<file path="src/rtl/serial_adder_pkg.sv">
// Shared types and constants for the bit-serial adder.
// Optional subtract mode: SERIAL_ADDER_SUB_EN.
package serial_adder_pkg;

  typedef enum logic [1:0] {
    IDLE,
    RUN,
    DONE
  } state_e;

  localparam int DEF_WIDTH = 8;

  function automatic int cnt_w(input int w);
    return $clog2(w + 1);
  endfunction

endpackage

</file>
<file path="src/rtl/serial_adder_fa.sv">
// One-bit full adder cell used by the serial adder.
// Purely combinational; the carry is registered by the caller.
module full_adder (
  input  logic a,
  input  logic b,
  input  logic cin,
  output logic sum,
  output logic cout
);

  assign sum  = a ^ b ^ cin;
  assign cout = (a & b) | (cin & (a ^ b));

endmodule

</file>
<file path="src/rtl/serial_adder.sv">
// Bit-serial adder, LSB first, valid/ready on both sides.
// Define SERIAL_ADDER_SUB_EN for the sub/overflow ports.
module serial_adder
  import serial_adder_pkg::*;
#(
  parameter int WIDTH = DEF_WIDTH
) (
  input  logic             clk,
  input  logic             rst_n,
  input  logic             in_valid,
  output logic             in_ready,
  input  logic [WIDTH-1:0] a,
  input  logic [WIDTH-1:0] b,
  input  logic             cin,
`ifdef SERIAL_ADDER_SUB_EN
  input  logic             sub,
  output logic             overflow,
`endif
  output logic             out_valid,
  input  logic             out_ready,
  output logic [WIDTH-1:0] sum,
  output logic             cout
);

  localparam int CW = cnt_w(WIDTH);
  localparam logic [CW-1:0] LAST = CW'(WIDTH - 1);

  state_e           state_q;
  logic [CW-1:0]    cnt_q;
  logic [WIDTH-1:0] a_q;
  logic [WIDTH-1:0] b_q;
  logic [WIDTH-1:0] res_q;
  logic             c_q;
  logic             cout_q;
  logic             out_valid_q;
  logic             fa_b;
  logic             fa_s;
  logic             fa_c;
  logic [WIDTH:0]   shift_d;

`ifdef SERIAL_ADDER_SUB_EN
  logic sub_q;
  logic ovf_q;
  assign fa_b     = b_q[0] ^ sub_q;
  assign overflow = ovf_q;
`else
  assign fa_b = b_q[0];
`endif

  full_adder u_fa (
    .a   (a_q[0]),
    .b   (fa_b),
    .cin (c_q),
    .sum (fa_s),
    .cout(fa_c)
  );

  // New bit enters at the MSB; after WIDTH shifts it lands at bit 0.
  assign shift_d = {fa_s, res_q};

  always_ff @(posedge clk or negedge rst_n) begin
    if (!rst_n) begin
      state_q     <= IDLE;
      cnt_q       <= '0;
      a_q         <= '0;
      b_q         <= '0;
      res_q       <= '0;
      c_q         <= 1'b0;
      cout_q      <= 1'b0;
      out_valid_q <= 1'b0;
`ifdef SERIAL_ADDER_SUB_EN
      sub_q       <= 1'b0;
      ovf_q       <= 1'b0;
`endif
    end else begin
      unique case (state_q)
        IDLE: begin
          if (in_valid) begin
            a_q     <= a;
            b_q     <= b;
            cnt_q   <= '0;
            state_q <= RUN;
`ifdef SERIAL_ADDER_SUB_EN
            sub_q   <= sub;
            c_q     <= sub | cin;
`else
            c_q     <= cin;
`endif
          end
        end
        RUN: begin
          a_q   <= a_q >> 1;
          b_q   <= b_q >> 1;
          res_q <= shift_d[WIDTH:1];
          c_q   <= fa_c;
          cnt_q <= cnt_q + CW'(1);
          if (cnt_q == LAST) begin
            cout_q      <= fa_c;
            out_valid_q <= 1'b1;
            state_q     <= DONE;
`ifdef SERIAL_ADDER_SUB_EN
            ovf_q       <= c_q ^ fa_c;
`endif
          end
        end
        DONE: begin
          if (out_ready) begin
            out_valid_q <= 1'b0;
            state_q     <= IDLE;
          end
        end
        default: state_q <= IDLE;
      endcase
    end
  end

  assign in_ready  = (state_q == IDLE);
  assign out_valid = out_valid_q;
  assign sum       = res_q;
  assign cout      = cout_q;

endmodule

</file>
<file path="config.mk">
export PLATFORM = sky130hd
export DESIGN_NAME = serial_adder
export DESIGN_NICKNAME = d
export VERILOG_FILES = /design/src/rtl/serial_adder_pkg.sv /design/src/rtl/serial_adder_fa.sv /design/src/rtl/serial_adder.sv
export SDC_FILE = /design/constraint.sdc
export NUM_CORES = 1
export LEC_CHECK = 0
export ABC_AREA = 1
export CORE_MARGIN = 3
export CORE_UTILIZATION = 53
export CTS_CLUSTER_DIAMETER = 120
export DETAILED_ROUTE_END_ITERATION = 7
export PLACE_DENSITY = 0.79
export SLEW_MARGIN = 20
export SYNTH_ARGS = -nofsm -noshare
export SYNTH_HDL_FRONTEND = slang
export SYNTH_HIERARCHICAL = 1
export SYNTH_SLANG_ARGS = --single-unit
</file>
<file path="constraint.sdc">
create_clock -name clk -period 1.94 [get_ports clk]
set_clock_uncertainty 0.2 [all_clocks]
set_input_delay 0.388 -clock clk [delete_from_list [all_inputs] [get_ports clk]]
set_output_delay 0.388 -clock clk [all_outputs]
set_load 0.05 [all_outputs]
</file>
# ---- After elaboration in Yosys (flattened, before gate mapping)
# Index checks and enable logic that the tools add are counted.
dict set report classes {
  add_sub_neg 1
  n_reduce_logical 7
  n_bitwise 5
  muxes 15
  eq_ne 6
}
# operator count
set ops {}
lappend ops {{8-bit case mux with 2 select lines} 2}
lappend ops {{8-bit 2-to-1 mux} 2}
lappend ops {{4-bit case mux with 2 select lines} 1}
lappend ops {{2-bit 2-to-1 mux} 3}
lappend ops {{2-bit != test, second input constant} 3}
lappend ops {{2-bit case mux with 3 select lines} 1}
lappend ops {{3-bit AND reduction} 2}
lappend ops {{4-bit by 1-bit adder with 4-bit output, second input constant} 1}
lappend ops {{4-bit by 3-bit equality test with 1-bit output, second input constant} 1}
lappend ops {{4-bit 2-to-1 mux} 1}
lappend ops {{1-bit case mux with 2 select lines} 2}
lappend ops {{2-bit AND reduction} 2}
lappend ops {{2-bit nonzero test} 2}
lappend ops {{1-bit 2-to-1 mux} 3}
lappend ops {{1-bit bitwise AND} 2}
lappend ops {{2-bit by 1-bit equality test with 1-bit output, second input constant} 1}
lappend ops {{2-bit equality test, second input constant} 1}
lappend ops {{2-bit zero test} 1}
lappend ops {{1-bit bitwise XOR} 2}
lappend ops {{1-bit OR} 1}
dict set report totals {
  output_inout_bits 11
  word_cells 42
  reg_bits 33
}

# ---- Logic depth before layout (Yosys ltp)
dict set report logic_depth {
  word_depth 4
  depth_mapped 6
  ltp_nobuf 6
}

# ---- Cells and area by module
# The synthesis kept the hierarchy.
# mod seq_area_each_um2 area_each_um2 n_inst cells_each
set by_module_without_submodules {}
lappend by_module_without_submodules {serial_adder 825.8 1458.9 1 166}
lappend by_module_without_submodules {full_adder 0.0 20.0 1 1}

# ---- Least setup slack after synthesis
# No wires, ideal clock.
dict set report synth_timing {
  path_kind {reg2out}
  start {register state_q[1]}
  end {output port in_ready}
  stages_incl_launch_ff 3
  slack_ns 0.390
  t_arrival_ns 0.962
  t_required_ns 1.352
  n_path_buf 1
  path_cell_list {dfrtp_1 nor2_2 buf_2}
}
dict set report synth_between {
  elab_chain_len 1
}
# item line
set synth_lines {}
lappend synth_lines {{start, declared} serial_adder.sv:28} ;# state_e state_q;
lappend synth_lines {{start signal, assigned} serial_adder.sv:63} ;# state_q <= IDLE;
lappend synth_lines {{start signal, assigned} serial_adder.sv:82} ;# state_q <= RUN;
lappend synth_lines {{start signal, assigned} serial_adder.sv:100} ;# state_q <= DONE;
lappend synth_lines {{2-bit zero test} serial_adder.sv:117} ;# assign in_ready = (state_q == IDLE);
lappend synth_lines {{end, declared} serial_adder.sv:11} ;# output logic in_ready,
# No other way between the ends.

# ---- Worst setup path after layout
# Same ends and word-level chain as after synthesis.

==> results.toml <==
[synthesis]
ys_seq_elements = 33
yosysTopAreaCell = "dfrtp_1"
syn_area_um2 = 1479
syn_area_per_cell_um2 = 8.856
yosysWarningCount = 6
syn_nets = 190
ys_seq_area_frac = 0.5584
yosysTopAreaCellShare = 0.5584
yosys-top-cells-area = "dfrtp_1 (56%), nand3_1 (19%), nand2_1 (11%), o21ai_1 (2.4%), buf_2 (1.7%)"
netlist_instances = 167
ys_types = 20

[pwr]
switching_share = 0.4485
leakagePower_nw = 0.9111
power.total_mw = 2.945
p_sw_mw = 1.321
powerDensity_nw_per_um2 = 1584
intPower_mw = 1.624
ir_worst_vdd_v = 0.001214
power_frac_seq = 0.388
power_frac_clock = 0.152
power.share.combinational = 0.460

[sta]
post-route-min-period_ns = 1.751
tightest_slew_ns = 0.4966
maxSlewHeadroom = 0.6685
drv_slew = 0
fin_crit_sh = 0.9028
hold_viol = 0
fin_ws_ns = 0.1886
finalSetupTns_ns = 0
setup_viol = 0
max_freq_mhz = 571.0
rsz0062_at_grt = "false"

[worst_setup_path]
crit-reg2reg-launch = "cnt_q[0]"
cp.required_ns = 1.35
cp-startpoint = "state_q[1]"
rr_worst_depth = 6
end_kind = "primary output"
crit_type = "reg -> out"
critical_path_arrival_ns = 1.16
crit_path_start_kind = "flop"
cp_max_fo = 4

[clock_network]
cts-root-buf = "clkbuf_4"
path_clk_slew_ns = 0.11
cts_tree = "done"
cts_buffers = 5
cts_setup_buffers = 0
cts_max_path_buffers = 2
cts_resized = 0
clkLatencyLatePin_ns = 0.34
h-tree-depth = 2
cts_hold_buffers = 0
clkSinkCount = 33

[placement]
pre_cts_ws_ns = 0.2028
placed_cells = 223
hpwl_um = 2222
gp_congestion = 0.7540
io_buffer_count = 31

[grt]
grt_pass1_wl_um = 5423
grt.overflow.total = 0
antenna_found_initial = 0
grt_usage = 0.2125
grt_pass1_vias = 1287
grt_max_degree = 34

[outcome]
run_status = "finished, final reports clean"

[floorplanning]
coreArea_um2 = 2567
dieHeight_um = 58.83
rows = 18
die_area_um2 = 3460
num_io_pins = 32
die_w_um = 58.83
initial_core_util = 0.5760

[route]
vias = 1314
dr.pass1.iters = 4
via_per_inst = 5.688
ant_nets = 0
first_iter_violations = 54
drc = 0
drt_wl_total_um = 3287
post_drt_wl_per_cell_um = 14.23

[final_layout]
regArea_um2 = 825.8
finish.net_count = 223
diodes = 0
final_cell_mix = "nand3_1 (55), nand2_1 (43), dfrtp_1 (33)"
drive_gt1_frac = 0.1443
multiInputGateArea_um2 = 559.3
nFillCells = 211
fin_cells = 231
area_delta_synth_final_pct = 25.72
layout_commonest_cell = "nand3_1"
postLayoutCoreUtil = 0.7242

[hold_path]
hold_class = "in -> async"

[run]
maxCapViolCount = 0
-- cells in the mapped netlist, drive strengths merged --
master	count
buf	9
clkbuf	2
dfrtp	33
fa	1
ha	1
inv	7
nand2	43
nand3	55
nand4	1
nor2	5
o21ai	8
o21bai	1
o31ai	1
-- final cells by class --
class | instances | share of cell area
Sequential cell | 33 | 0.4441
Multi-Input combinational cell | 116 | 0.3008
Timing Repair Buffer | 37 | 0.1830
Clock buffer | 7 | 0.03499
Tap cell | 30 | 0.02019
Inverter | 7 | 0.01413
Clock inverter | 1 | 0.002692
-- critical path: stages, from the launching register on --
cell and delay [ns]:
dfrtp_1 0.45, nor2_2 0.21, buf_12 0.17
-- sequential cells by signal (all words and copies together), names as in the netlist --
register / flops
cout: 1
b_q: 8
c_q: 1
state_q: 2
cnt_q: 4
out_valid: 1
sum: 8
a_q: 8
-- metrics by stage --
stage	hold slack, ns	area, um2
after floorplan	-0.1076	1479
after detailed placement	0.2813	1789
after global placement	0.2589	1789
after global routing	0.2752	1859
after CTS	0.2502	1859
final	0.2336	1859
-- power groups by stage --
stage	Sequential [mW]	Combinational (mW)	Clock, mW
global route	1.18	1.49	0.481
floorplan	1.39	0.714	0
CTS	1.14	1.36	0.454
global placement	1.14	1.31	0
finish	1.14	1.35	0.448
detailed placement	1.15	1.36	0
-- layer usage --
| metal | wire length (um) | vias up | track usage | part of all wire |
|---|---|---|---|---|
| met2 | 1643 | 36 | 0.3644 | 0.50 |
| li1 | - | 624 | - | - |
| met5 | 0 | - | 0 | 0 |
| met3 | 176 | 7 | 0.06579 | 0.054 |
| met1 | 1417 | 647 | 0.2436 | 0.43 |
| met4 | 50 | 0 | 0.09061 | 0.015 |
-- worst paths after layout --
kind                       endpoint  slack (ns)
min in group clk             b_q[0]        0.29
max                        in_ready        0.19
min                          sum[2]        0.23
min reg2reg                  b_q[0]        0.29
max in group asynchronous    a_q[7]        0.99
max reg2reg                    cout        0.38
-- logic make-up (layout without fill, tap and decap cells) --
| family | count (synthesis) | count (layout) | synth area share |
|---|---|---|---|
| simple gates | 104 | 104 | 0.3189 |
| compound gates | 10 | 10 | 0.03722 |
| fa+ha+maj | 2 | 2 | 0.02200 |
| flops | 33 | 33 | 0.5584 |
| buf+inv | 18 | 52 | 0.06345 |
(Power assumes the default switching activity.)
